### config.mk
export PLATFORM = sky130hd
export DESIGN_NAME = axis_sync_fifo_flat
export DESIGN_NICKNAME = d
export VERILOG_FILES = /design/src/rtl/axis_sync_fifo_if.sv /design/src/rtl/axis_sync_fifo.sv /design/src/flat_wrapper.sv
export SDC_FILE = /design/constraint.sdc
export NUM_CORES = 1
export LEC_CHECK = 0
export ABC_AREA = 1
export CELL_PAD_IN_SITES_DETAIL_PLACEMENT = 1
export CELL_PAD_IN_SITES_GLOBAL_PLACEMENT = 2
export CORE_MARGIN = 2
export CORE_UTILIZATION = 28
export CTS_CLUSTER_SIZE = 30
export DETAILED_ROUTE_END_ITERATION = 12
export PLACE_DENSITY = 0.67
export SLEW_MARGIN = 10
export SYNTH_ARGS = -nofsm -noshare
export SYNTH_HDL_FRONTEND = slang
export SYNTH_SLANG_ARGS = --single-unit
### constraint.sdc
create_clock -name clk -period 5.4 [get_ports clk]
set_clock_uncertainty 0.2 [all_clocks]
set_input_delay 1.35 -clock clk [delete_from_list [all_inputs] [get_ports clk]]
set_output_delay 1.35 -clock clk [all_outputs]
set_load 0.005 [all_outputs]
### src/rtl/axis_sync_fifo_if.sv
// rtl/axis_sync_fifo_if.sv - AXI-Stream beat bundle shared by both sides of axis_sync_fifo
interface axis_sync_fifo_if #(
  parameter int DATA_WIDTH = 8,
  parameter int KEEP_WIDTH = DATA_WIDTH / 8,
  parameter int USER_WIDTH = 1
);
  logic [DATA_WIDTH-1:0] tdata;
  logic [KEEP_WIDTH-1:0] tkeep;
  logic [USER_WIDTH-1:0] tuser;
  logic                  tvalid;
  logic                  tlast;
  logic                  tready;

  modport master (output tdata, tkeep, tuser, tvalid, tlast, input tready);
  modport slave  (input tdata, tkeep, tuser, tvalid, tlast, output tready);
endinterface

### src/rtl/axis_sync_fifo.sv
// rtl/axis_sync_fifo.sv - first-word-fall-through AXI-Stream FIFO with optional store-and-forward framing
module axis_sync_fifo #(
  parameter int DATA_WIDTH = 8,
  parameter int KEEP_WIDTH = DATA_WIDTH / 8,
  parameter int USER_WIDTH = 1,
  parameter int DEPTH      = 16,
  parameter int FRAME_MODE = 0
) (
  input  logic                   clk,
  input  logic                   rstn,
  axis_sync_fifo_if.slave        s_axis,
  axis_sync_fifo_if.master       m_axis,
  output logic [$clog2(DEPTH):0] count,
  output logic [$clog2(DEPTH):0] frames
);
  localparam int AW = $clog2(DEPTH);
  localparam int CW = AW + 1;
  localparam logic [CW-1:0] FULL = CW'(DEPTH);

  logic [DATA_WIDTH-1:0] mem_data [DEPTH];
  logic [KEEP_WIDTH-1:0] mem_keep [DEPTH];
  logic [USER_WIDTH-1:0] mem_user [DEPTH];
  logic [DEPTH-1:0]      mem_last;

  logic [AW-1:0] wr_ptr, rd_ptr;
  logic          ready, release_q, valid;
  logic          wr, rd, wr_last, rd_last;
  logic [CW-1:0] count_nxt, frames_nxt;

  assign wr         = s_axis.tvalid & ready;
  assign rd         = valid & m_axis.tready;
  assign wr_last    = wr & s_axis.tlast;
  assign rd_last    = rd & mem_last[rd_ptr];
  assign count_nxt  = count + CW'(wr) - CW'(rd);
  assign frames_nxt = frames + CW'(wr_last) - CW'(rd_last);

  // In frame mode a full FIFO holding no tlast must still drain, hence the release flag.
  always_comb begin
    if (FRAME_MODE == 0) valid = (count != '0);
    else                 valid = (count != '0) && (frames != '0 || count == FULL || release_q);
  end

  always_ff @(posedge clk or negedge rstn) begin
    if (!rstn) begin
      wr_ptr    <= '0;
      rd_ptr    <= '0;
      count     <= '0;
      frames    <= '0;
      ready     <= 1'b0;
      release_q <= 1'b0;
    end else begin
      if (wr) wr_ptr <= wr_ptr + AW'(1);
      if (rd) rd_ptr <= rd_ptr + AW'(1);
      count  <= count_nxt;
      frames <= frames_nxt;
      ready  <= (count_nxt < FULL);
      if (rd_last)                                release_q <= 1'b0;
      else if (count_nxt == FULL && frames_nxt == '0) release_q <= 1'b1;
    end
  end

  always_ff @(posedge clk) begin
    if (wr) begin
      mem_data[wr_ptr] <= s_axis.tdata;
      mem_keep[wr_ptr] <= s_axis.tkeep;
      mem_user[wr_ptr] <= s_axis.tuser;
      mem_last[wr_ptr] <= s_axis.tlast;
    end
  end

  assign s_axis.tready = ready;
  assign m_axis.tvalid = valid;
  assign m_axis.tdata  = mem_data[rd_ptr];
  assign m_axis.tkeep  = mem_keep[rd_ptr];
  assign m_axis.tuser  = mem_user[rd_ptr];
  assign m_axis.tlast  = mem_last[rd_ptr];
endmodule

### src/flat_wrapper.sv
// flat-port wrapper written by rule: the top's interface ports become plain ports
module axis_sync_fifo_flat 
#(
  parameter int DATA_WIDTH = 8,
  parameter int KEEP_WIDTH = DATA_WIDTH / 8,
  parameter int USER_WIDTH = 1,
  parameter int DEPTH      = 16,
  parameter int FRAME_MODE = 0
)
  (clk, rstn, count, frames, s_axis_tdata, s_axis_tkeep, s_axis_tuser, s_axis_tvalid, s_axis_tlast, s_axis_tready, m_axis_tdata, m_axis_tkeep, m_axis_tuser, m_axis_tvalid, m_axis_tlast, m_axis_tready);
  axis_sync_fifo_if #(.DATA_WIDTH(DATA_WIDTH), .KEEP_WIDTH(KEEP_WIDTH), .USER_WIDTH(USER_WIDTH)) s_axis_i ();
  axis_sync_fifo_if #(.DATA_WIDTH(DATA_WIDTH), .KEEP_WIDTH(KEEP_WIDTH), .USER_WIDTH(USER_WIDTH)) m_axis_i ();
  input  logic clk;
  input  logic rstn;
  output logic [$clog2(DEPTH):0] count;
  output logic [$clog2(DEPTH):0] frames;
  input wire logic [$bits(s_axis_i.tdata)-1:0] s_axis_tdata;
  input wire logic [$bits(s_axis_i.tkeep)-1:0] s_axis_tkeep;
  input wire logic [$bits(s_axis_i.tuser)-1:0] s_axis_tuser;
  input wire logic [$bits(s_axis_i.tvalid)-1:0] s_axis_tvalid;
  input wire logic [$bits(s_axis_i.tlast)-1:0] s_axis_tlast;
  output wire logic [$bits(s_axis_i.tready)-1:0] s_axis_tready;
  output wire logic [$bits(m_axis_i.tdata)-1:0] m_axis_tdata;
  output wire logic [$bits(m_axis_i.tkeep)-1:0] m_axis_tkeep;
  output wire logic [$bits(m_axis_i.tuser)-1:0] m_axis_tuser;
  output wire logic [$bits(m_axis_i.tvalid)-1:0] m_axis_tvalid;
  output wire logic [$bits(m_axis_i.tlast)-1:0] m_axis_tlast;
  input wire logic [$bits(m_axis_i.tready)-1:0] m_axis_tready;
  assign s_axis_i.tdata = s_axis_tdata;
  assign s_axis_i.tkeep = s_axis_tkeep;
  assign s_axis_i.tuser = s_axis_tuser;
  assign s_axis_i.tvalid = s_axis_tvalid;
  assign s_axis_i.tlast = s_axis_tlast;
  assign s_axis_tready = s_axis_i.tready;
  assign m_axis_tdata = m_axis_i.tdata;
  assign m_axis_tkeep = m_axis_i.tkeep;
  assign m_axis_tuser = m_axis_i.tuser;
  assign m_axis_tvalid = m_axis_i.tvalid;
  assign m_axis_tlast = m_axis_i.tlast;
  assign m_axis_i.tready = m_axis_tready;
  axis_sync_fifo #(.DATA_WIDTH(DATA_WIDTH), .KEEP_WIDTH(KEEP_WIDTH), .USER_WIDTH(USER_WIDTH), .DEPTH(DEPTH), .FRAME_MODE(FRAME_MODE)) u_core (.clk(clk), .rstn(rstn), .s_axis(s_axis_i), .m_axis(m_axis_i), .count(count), .frames(frames));
endmodule
# [Yosys cells after proc, flatten, opt, wreduce, memory -nomap -nowiden]
# Memories as Yosys holds them, arrays and structs flattened.
# Index checks and enable logic that the tools add are counted.
[totals] register_bits=35 in_bits=15 memories=3 output_inout_bits=23 mem_bits_rw=160 wordCells=32
[memory_table] memory="u_core.mem_data" depth=16 word_bits=8 rd=1 rd_clocked_by_memory_dff=0 write_ports=1 line="axis_sync_fifo.sv:20" rtl="logic [DATA_WIDTH-1:0] mem_data [DEPTH];"
[memory_table] memory="u_core.mem_keep" depth=16 word_bits=1 rd=1 rd_clocked_by_memory_dff=0 write_ports=1 line="axis_sync_fifo.sv:21" rtl="logic [KEEP_WIDTH-1:0] mem_keep [DEPTH];"
[memory_table] memory="u_core.mem_user" depth=16 word_bits=1 rd=1 rd_clocked_by_memory_dff=0 write_ports=1 line="axis_sync_fifo.sv:22" rtl="logic [USER_WIDTH-1:0] mem_user [DEPTH];"
[op_classes] n_addsub=6 n_bitwise=4 mux=7 n_lt_le_gt_ge=4 n_reduce_logical=2
[op_table] op="bitwise mux 16 bit" n=1
[op_table] op="adder 5 x 1 -> 5 bit" n=2
[op_table] op="< comparator 4 x 5 -> 1 bit (second input constant)" n=2
[op_table] op="subtractor 5 x 1 -> 5 bit" n=2
[op_table] op="adder 4 x 1 -> 4 bit (second input constant)" n=2
[op_table] op="< comparator 5 bit (second input constant)" n=1
[op_table] op="nonzero test 5 bit" n=1
[op_table] op="AND 1 bit" n=4
[op_table] op="binary-select mux 1 bit (select 4 bit)" n=1
[op_table] op="demux 1 bit (select 4 bit)" n=1
[op_table] op=">= comparator 4 x 1 -> 1 bit (second input constant)" n=1
[op_table] op="two-way mux 1 bit" n=4
[op_table] op="logical AND 1 bit" n=1

# [Depth between registers and ports, before layout]
# Gate-level depths: netlist of the first run.
[depth] ltp_word=5 depth_mapped=16 mapped_depth_nobuf=14

# [Worst setup path after synthesis of the first run]
# No wires, ideal clock.
[synth_path] path_type="input to register" startpoint="in m_axis_tready" endpoint="reg u_core.count[4]" path_slack_ps=2262 t_required_ps=5079 cell_stages=10 setup_ps=121 arrival_ps=2817 n_path_buf=0 path_cell_list="nand2_1 > inv_1 > ha_1 > inv_1 > ha_1 > inv_1 > fa_1 > o21ai_0 > xnor2_1 > inv_1"
[synth_between] elab_chain_len=2
[synth_lines] item="from (decl)" line="flat_wrapper.sv:28" rtl="input wire logic [$bits(m_axis_i.tready)-1:0] m_axis_tready;"
[synth_lines] item="AND 1 bit" line="axis_sync_fifo.sv:31" rtl="assign rd = valid & m_axis.tready;"
[synth_lines] item="net u_core.rd" line="axis_sync_fifo.sv:27" rtl="logic wr, rd, wr_last, rd_last;"
[synth_lines] item="subtractor 5 x 1 -> 5 bit" line="axis_sync_fifo.sv:34" rtl="assign count_nxt = count + CW'(wr) - CW'(rd);"
[synth_lines] item="net u_core.count_nxt[4]" line="axis_sync_fifo.sv:28" rtl="logic [CW-1:0] count_nxt, frames_nxt;"
[synth_lines] item="to (signal assigned)" line="axis_sync_fifo.sv:54" rtl="count <= count_nxt;"
[synth_lines] item="to (decl)" line="axis_sync_fifo.sv:13" rtl="output logic [$clog2(DEPTH):0] count,"
# The timed path passes the listed nets, and every way through them passes these cells.
# A chain may end at the register's enable or synchronous reset.

# [Worst setup path after layout of the first run]
[layout_path] startpoint="reg u_core.rd_ptr[1]" endpoint="out m_axis_tdata[2]"
[layout_between] elab_chain_len=1
[layout_lines] item="from (decl)" line="axis_sync_fifo.sv:25" rtl="logic [AW-1:0] wr_ptr, rd_ptr;"
[layout_lines] item="from (signal assigned)" line="axis_sync_fifo.sv:53" rtl="if (rd) rd_ptr <= rd_ptr + AW'(1);"
[layout_lines] item="memory (16 x 8 bit)"
[layout_lines] item="to (decl)" line="flat_wrapper.sv:23" rtl="output wire logic [$bits(m_axis_i.tdata)-1:0] m_axis_tdata;"
# Every way passes these cells.

==> impl_metrics.yaml, run 1 <==
yosys:
  netlist_top_cells_count: "176 x edfxtp_1, 98 x nor2_1, 68 x o21ai_0, 53 x inv_1, 53 x nand2_1"
  yosys_warnings: 0
  netlist_instances: 652
  yosysTopAreaCell: "edfxtp_1"
  syn_nets: 685
  synth.avg_cell_area_um2: 12.5
  ys.flop_type: "edfxtp_1"
  synth.most_common_cell: "edfxtp_1"
  synth_seq_cells: 195
  synthTopCellsByArea: "edfxtp_1 65%, dfrtp_1 5.8%, nor2_1 4.5%"
  synth_top_cell_area_share_pct: 65.0
  yosys.cell_types.count: 24
  async_flop_share_pct: 9.74
  synth_area_mm2: 0.00814
  synth_edf_count: 176
  synth.yosys.seq_area_share_pct: 70.8
timing:
  hold_slack_ps: 417
  hold_viol: 0
  fin_crit_sh_pct: 80.4
  setup_viol: 0
  rsz0062_at_grt: "false"
  layout_setup_ws_ps: 1060
  max_freq_mhz: 230
  period_needed_ps: 4340
  report.final.slew_viol_count: 0
  worst_pin_slew_ps: 1210
  relSlewSlack_pct: 19.1
  setup_tns_ps: 0
floorplanning:
  die-area_mm2: 0.0304
  io_pins: 38
  core_area_mm2: 0.0286
  die_h_um: 174
  initial_core_util_pct: 28.4
  num_rows: 62
  die_x_um: 174
routing:
  postRouteAntennaNets: 0
  wl_mm: 22.2
  post-route-drc-count: 0
  first_pass_iters: 4
  via_per_inst: 4.84
  vias: 5220
  wl_per_cell_um: 20.6
  initialDrtViolationCount: 478
placement:
  dp_hpwl_mm: 12.6
  dpl_worst_slack_ps: 1510
  gp_congestion: 0.746
  dp_cells: 1047
  io_buffers: 37
setup_path:
  critPathRequiredTime_ps: 3850
  crit_chain: "inv_1 > o21ai_0 > o211ai_1 > nand3_1 > nand2_1 > clkdlybuf4s50_1"
  r2r-start: "u_core.rd_ptr[1]$_DFFE_PN0P_"
  reg2reg_setup_slack_ps: 2180
  crit_path_start: "u_core.rd_ptr[1]$_DFFE_PN0P_"
  worstPathArrival_ps: 2790
  cpPeakStageDelay_ps: 710
  startpoint_type: "register"
  worst-setup-path-type: "register to primary output"
  reg2reg_depth: 12
  critPathSlowestCell: "inv_1"
  r2r-end: "u_core.frames[4]$_DFF_PN0_"
  path_max_fanout: 25
  worstSetupEndpointType: "primary output"
finish:
  syn2layout_area_growth_pct: 16.2
  stdcell_count: 1079
  final_nets: 715
  antenna_cells: 0
  nFillCells: 3066
  final_layout_size_suffix_gt1_share_pct: 7.91
hold_path:
  hp-class: "register to register"
  hold_depth: 2
  worstHoldStart: "u_core.frames[4]$_DFF_PN0_"
  worstHoldEndpoint: "u_core.frames[4]$_DFF_PN0_"
flow_run:
  cap_violations: 0
cts:
  post-cts-setup-buffers: 0
  cts_tree: "yes"
  post_cts_resized: 0
  cts_buffers: 17
  htreeDepth: 4
  postCtsHoldBufs: 0
  root_buffer: "clkbuf_16"
  cts.clk_slew.worst_paths_ps: 70
  clockBufferDepth: 2
  clk_latency_ps: 430
  cts_num_sinks: 195
power:
  ir_drop_v: 0.000415
  p_leak_nw: 3.28
  power_per_cell_area_mw_per_mm2: 534
grt:
  grt_start_max_net_pins: 111
  grt_pass1_wl_mm: 33.7
  grt_overflow: 0
  antenna_found_initial: 0
  grt_pass1_vias: 5398
  gr-usage-all-layers_pct: 15.2
outcome:
  run_status: "finished clean"
[worst max path at each step]
stage / end / slack [ps]
final: m_axis_tdata[2] / 1060
after global routing: m_axis_tdata[6] / 850
after CTS: m_axis_tdata[2] / 1040
after detailed placement: m_axis_tdata[2] / 1510
after global placement: m_axis_tdata[5] / 1570
after floorplan: u_core.count[4]$_DFF_PN0_ / 2260
[cells in the final DEF, fill, tap and decap left out]
master           instances
a21oi_1                 25
buf_12                   1
buf_4                    7
clkbuf_16               17
clkdlybuf4s50_1         37
clkinv_1                 2
clkinv_2                 2
clkinv_4                 1
clkinv_8                 1
clkinvlp_4               2
dfrtp_1                 17
dfrtp_2                  2
edfxtp_1               176
fa_1                     2
ha_1                    16
inv_1                   53
inv_6                    3
inv_8                    6
nand2_1                 53
nand3_1                 35
nand4_1                  1
nor2_1                  85
nor2_2                  13
o211ai_1                40
o21ai_0                 68
o21ai_1                 16
xnor2_1                  4
xor2_1                  10
[critical path, delay by kind of cell, from the launching register on]
| kind | cells | cell delay, ps |
|---|---|---|
| compound gates | 2 | 510 |
| buf+inv | 2 | 1220 |
| flops | 1 | 400 |
| simple gates | 2 | 220 |
[metrics by stage]
stage	total power (W)	utilization (%)	area [um2]
3_5_place_dp	0.00388	31.0	8890
6_report	0.00505	33.0	9450
5_1_grt	0.00540	33.0	9450
2_1_floorplan	0.00312	-	8140
3_3_place_gp	0.00381	31.0	8890
4_1_cts	0.00512	33.0	9450
[metal layers]
| metal | vias up | track usage, % | part of all wire [%] |
|---|---|---|---|
| met5 | - | 0 | 0 |
| met2 | 100 | 25.4 | 49 |
| met1 | 2725 | 20.0 | 46 |
| li1 | 2366 | - | - |
| met3 | 29 | 3.19 | 3.4 |
| met4 | 0 | 3.82 | 1.7 |
[state kept, by name, indices dropped and copies added, names as in the netlist]
register              count
u_core.s_axis.tready      1
u_core.count              5
u_core.mem_data         128
u_core.mem_keep          16
u_core.frames             5
u_core.rd_ptr             4
u_core.wr_ptr             4
u_core.mem_last          16
u_core.mem_user          16
[power by group]
group	internal [W]	switching [W]
clock network	0.000612	0.000613
logic	0.000711	0.00122
registers	0.00181	0.0000851
[kinds of logic after synthesis]
family          count (synthesis)  synth area share [%]
flops                         195                  70.8
xor+xnor                       14                  1.51
buf+inv                        89                  5.14
simple gates                  187                  9.20
compound gates                149                  10.4
fa+ha+maj                      18                  2.95
[layout make-up]
class	count	area, um2	area share, %
sequential	195	5760	61.0
multi-input combinational	368	1990	21.0
tap	384	480	5.08
timing repair buffer	45	443	4.69
clock buffer	17	425	4.50
inverter	55	211	2.24
clock inverter	15	139	1.47
(Power assumes the default switching activity.)
==> run 2, diff against run 1 <==
PLACE_DENSITY = 0.69   (was 0.67)
clock period = 3.65 ns   (was 5.4 ns; I/O delays follow)
==> impl_metrics.yaml, run 2 (synthesis results as in run 1) <==
outcome:
  run_status: "finished clean"
finish:
  syn2layout_area_growth_pct: 19.7
  antenna_cells: 0
  layout_common_cells: "176 x edfxtp_1, 98 x nor2_1, 68 x o21ai_0, 53 x nand2_1, 52 x inv_1"
  final_nets: 747
  final_layout_size_suffix_gt1_share_pct: 10.1
  largest_reg_flops: 128
  regMostFlops: "u_core.mem_data"
  final_common_cell: "edfxtp_1"
timing:
  fin_crit_sh_pct: 96.8
  period_needed_ps: 3530
  report.final.slew_viol_count: 0
  max_freq_mhz: 283
  setup_tns_ps: 0
  worst_pin_slew_ps: 996
  layout_setup_ws_ps: 115
  setup_viol: 0
  relSlewSlack_pct: 33.4
  hold_viol: 0
grt:
  grt_pass1_wl_mm: 33.1
  grt_pass1_vias: 5485
  gr-usage-all-layers_pct: 14.6
  grt_overflow: 0
  grt_start_max_net_pins: 67
  antenna_found_initial: 1
setup_path:
  worstPathArrival_ps: 2420
  critPathRequiredTime_ps: 2540
  worstSetupEndpointType: "primary output"
  startpoint_type: "register"
  crit_chain: "buf_4 > a21oi_1 > o21ai_0 > o211ai_1 > nand3_1 > nand2_1 > clkdlybuf4s50_1"
  worst-setup-path-type: "register to primary output"
  cpPeakStageDelay_ps: 530
  critPathSlowestCell: "dfrtp_4"
  path_max_fanout: 24
floorplanning:
  initial_core_util_pct: 28.4
  die_h_um: 174
  die-area_mm2: 0.0304
  die_x_um: 174
  core_area_mm2: 0.0286
  io_pins: 38
  num_rows: 62
hold_path:
  hp-class: "register to register"
power:
  ir_drop_v: 0.000366
  power.total_w: 0.00766
  power_per_cell_area_mw_per_mm2: 786
  p_leak_nw: 3.47
routing:
  wl_per_cell_um: 19.2
  post-route-drc-count: 0
  first_pass_iters: 5
  via_per_inst: 4.72
  vias: 5235
  initialDrtViolationCount: 384
  postRouteAntennaNets: 0
  wl_mm: 21.3
placement:
  gp_congestion: 0.728
  dpl_worst_slack_ps: 314
  dp_hpwl_mm: 13.2
  io_buffers: 37
cts:
  clk_latency_ps: 430
  cts_tree: "yes"
  root_buffer: "clkbuf_16"
  postCtsHoldBufs: 0
  cts_num_sinks: 195
  clockBufferDepth: 2
  post-cts-setup-buffers: 0
  cts.clk_slew.worst_paths_ps: 70
  cts_buffers: 17
  htreeDepth: 4
flow_run:
  cap_violations: 0
-- run 2: cell count changes in the layout (fill, tap and decap cells not counted), moves of 2 or more --
cell       previous run  this run
buf_4                 7        35
nor2_1               85        98
nor2_2               13         0
inv_8                 6         3
buf_12                1         3
bufinv_16             0         2
clkinv_2              2         0
-- run 2: timing repair --
item,CTS,global route
setup endpoints to repair,1,10
endpoints found under the hold margin,0,0
resized for setup,1,5
-- run 2: area by class of cell --
class | count | area, um2
Clock buffer | 18 | 429
Clock inverter | 13 | 165
Fill cell | 3084 | 18900
Inverter | 55 | 223
Multi-Input combinational cell | 368 | 1960
Sequential cell | 195 | 5770
Tap cell | 384 | 480
Timing Repair Buffer | 77 | 719
-- run 2: layer usage --
layer	part of all wire (%)	GRT usage (%)	vias to the layer above
met5	0	0	-
met4	0.95	3.40	0
met3	3.2	2.58	16
met2	49	24.6	89
met1	46	19.8	2700
li1	-	-	2430
-- run 2: stage by stage --
step	hold slack [ps]	area (um2)	util (%)	instances
after global placement	389	9120	31.9	1079
after floorplan	367	8140	-	652
after global routing	459	9740	34.0	1110
final	405	9740	34.0	1110
after CTS	407	9720	34.0	1110
after detailed placement	396	9120	31.9	1079
-- run 2: final timing paths --
path	start	endpoint	slack, ps	cells past startpoint
min reg2reg	u_core.wr_ptr[3]$_DFFE_PN0N_	u_core.wr_ptr[3]$_DFFE_PN0N_	410	2
min	u_core.wr_ptr[3]$_DFFE_PN0N_	u_core.wr_ptr[3]$_DFFE_PN0N_	410	2
max	u_core.rd_ptr[0]$_DFFE_PN0P_	m_axis_tdata[0]	120	7
min in group asynchronous	rstn	u_core.count[0]$_DFF_PN0_	830	1
max reg2reg	u_core.rd_ptr[2]$_DFFE_PN0P_	u_core.frames[4]$_DFF_PN0_	680	12
max in group asynchronous	rstn	u_core.rd_ptr[0]$_DFFE_PN0P_	1700	1
-- run 2: power by group --
part           switching [W]  internal (W)
Combinational        0.00177       0.00116
Sequential          0.000135       0.00268
Clock               0.000880       0.00103
-- run 2: worst max-delay path: cells and delay by family, from the launching register on --
kind	cells	cell delay, ps
flops	1	530
compound gates	3	430
buf+inv	2	750
simple gates	2	260
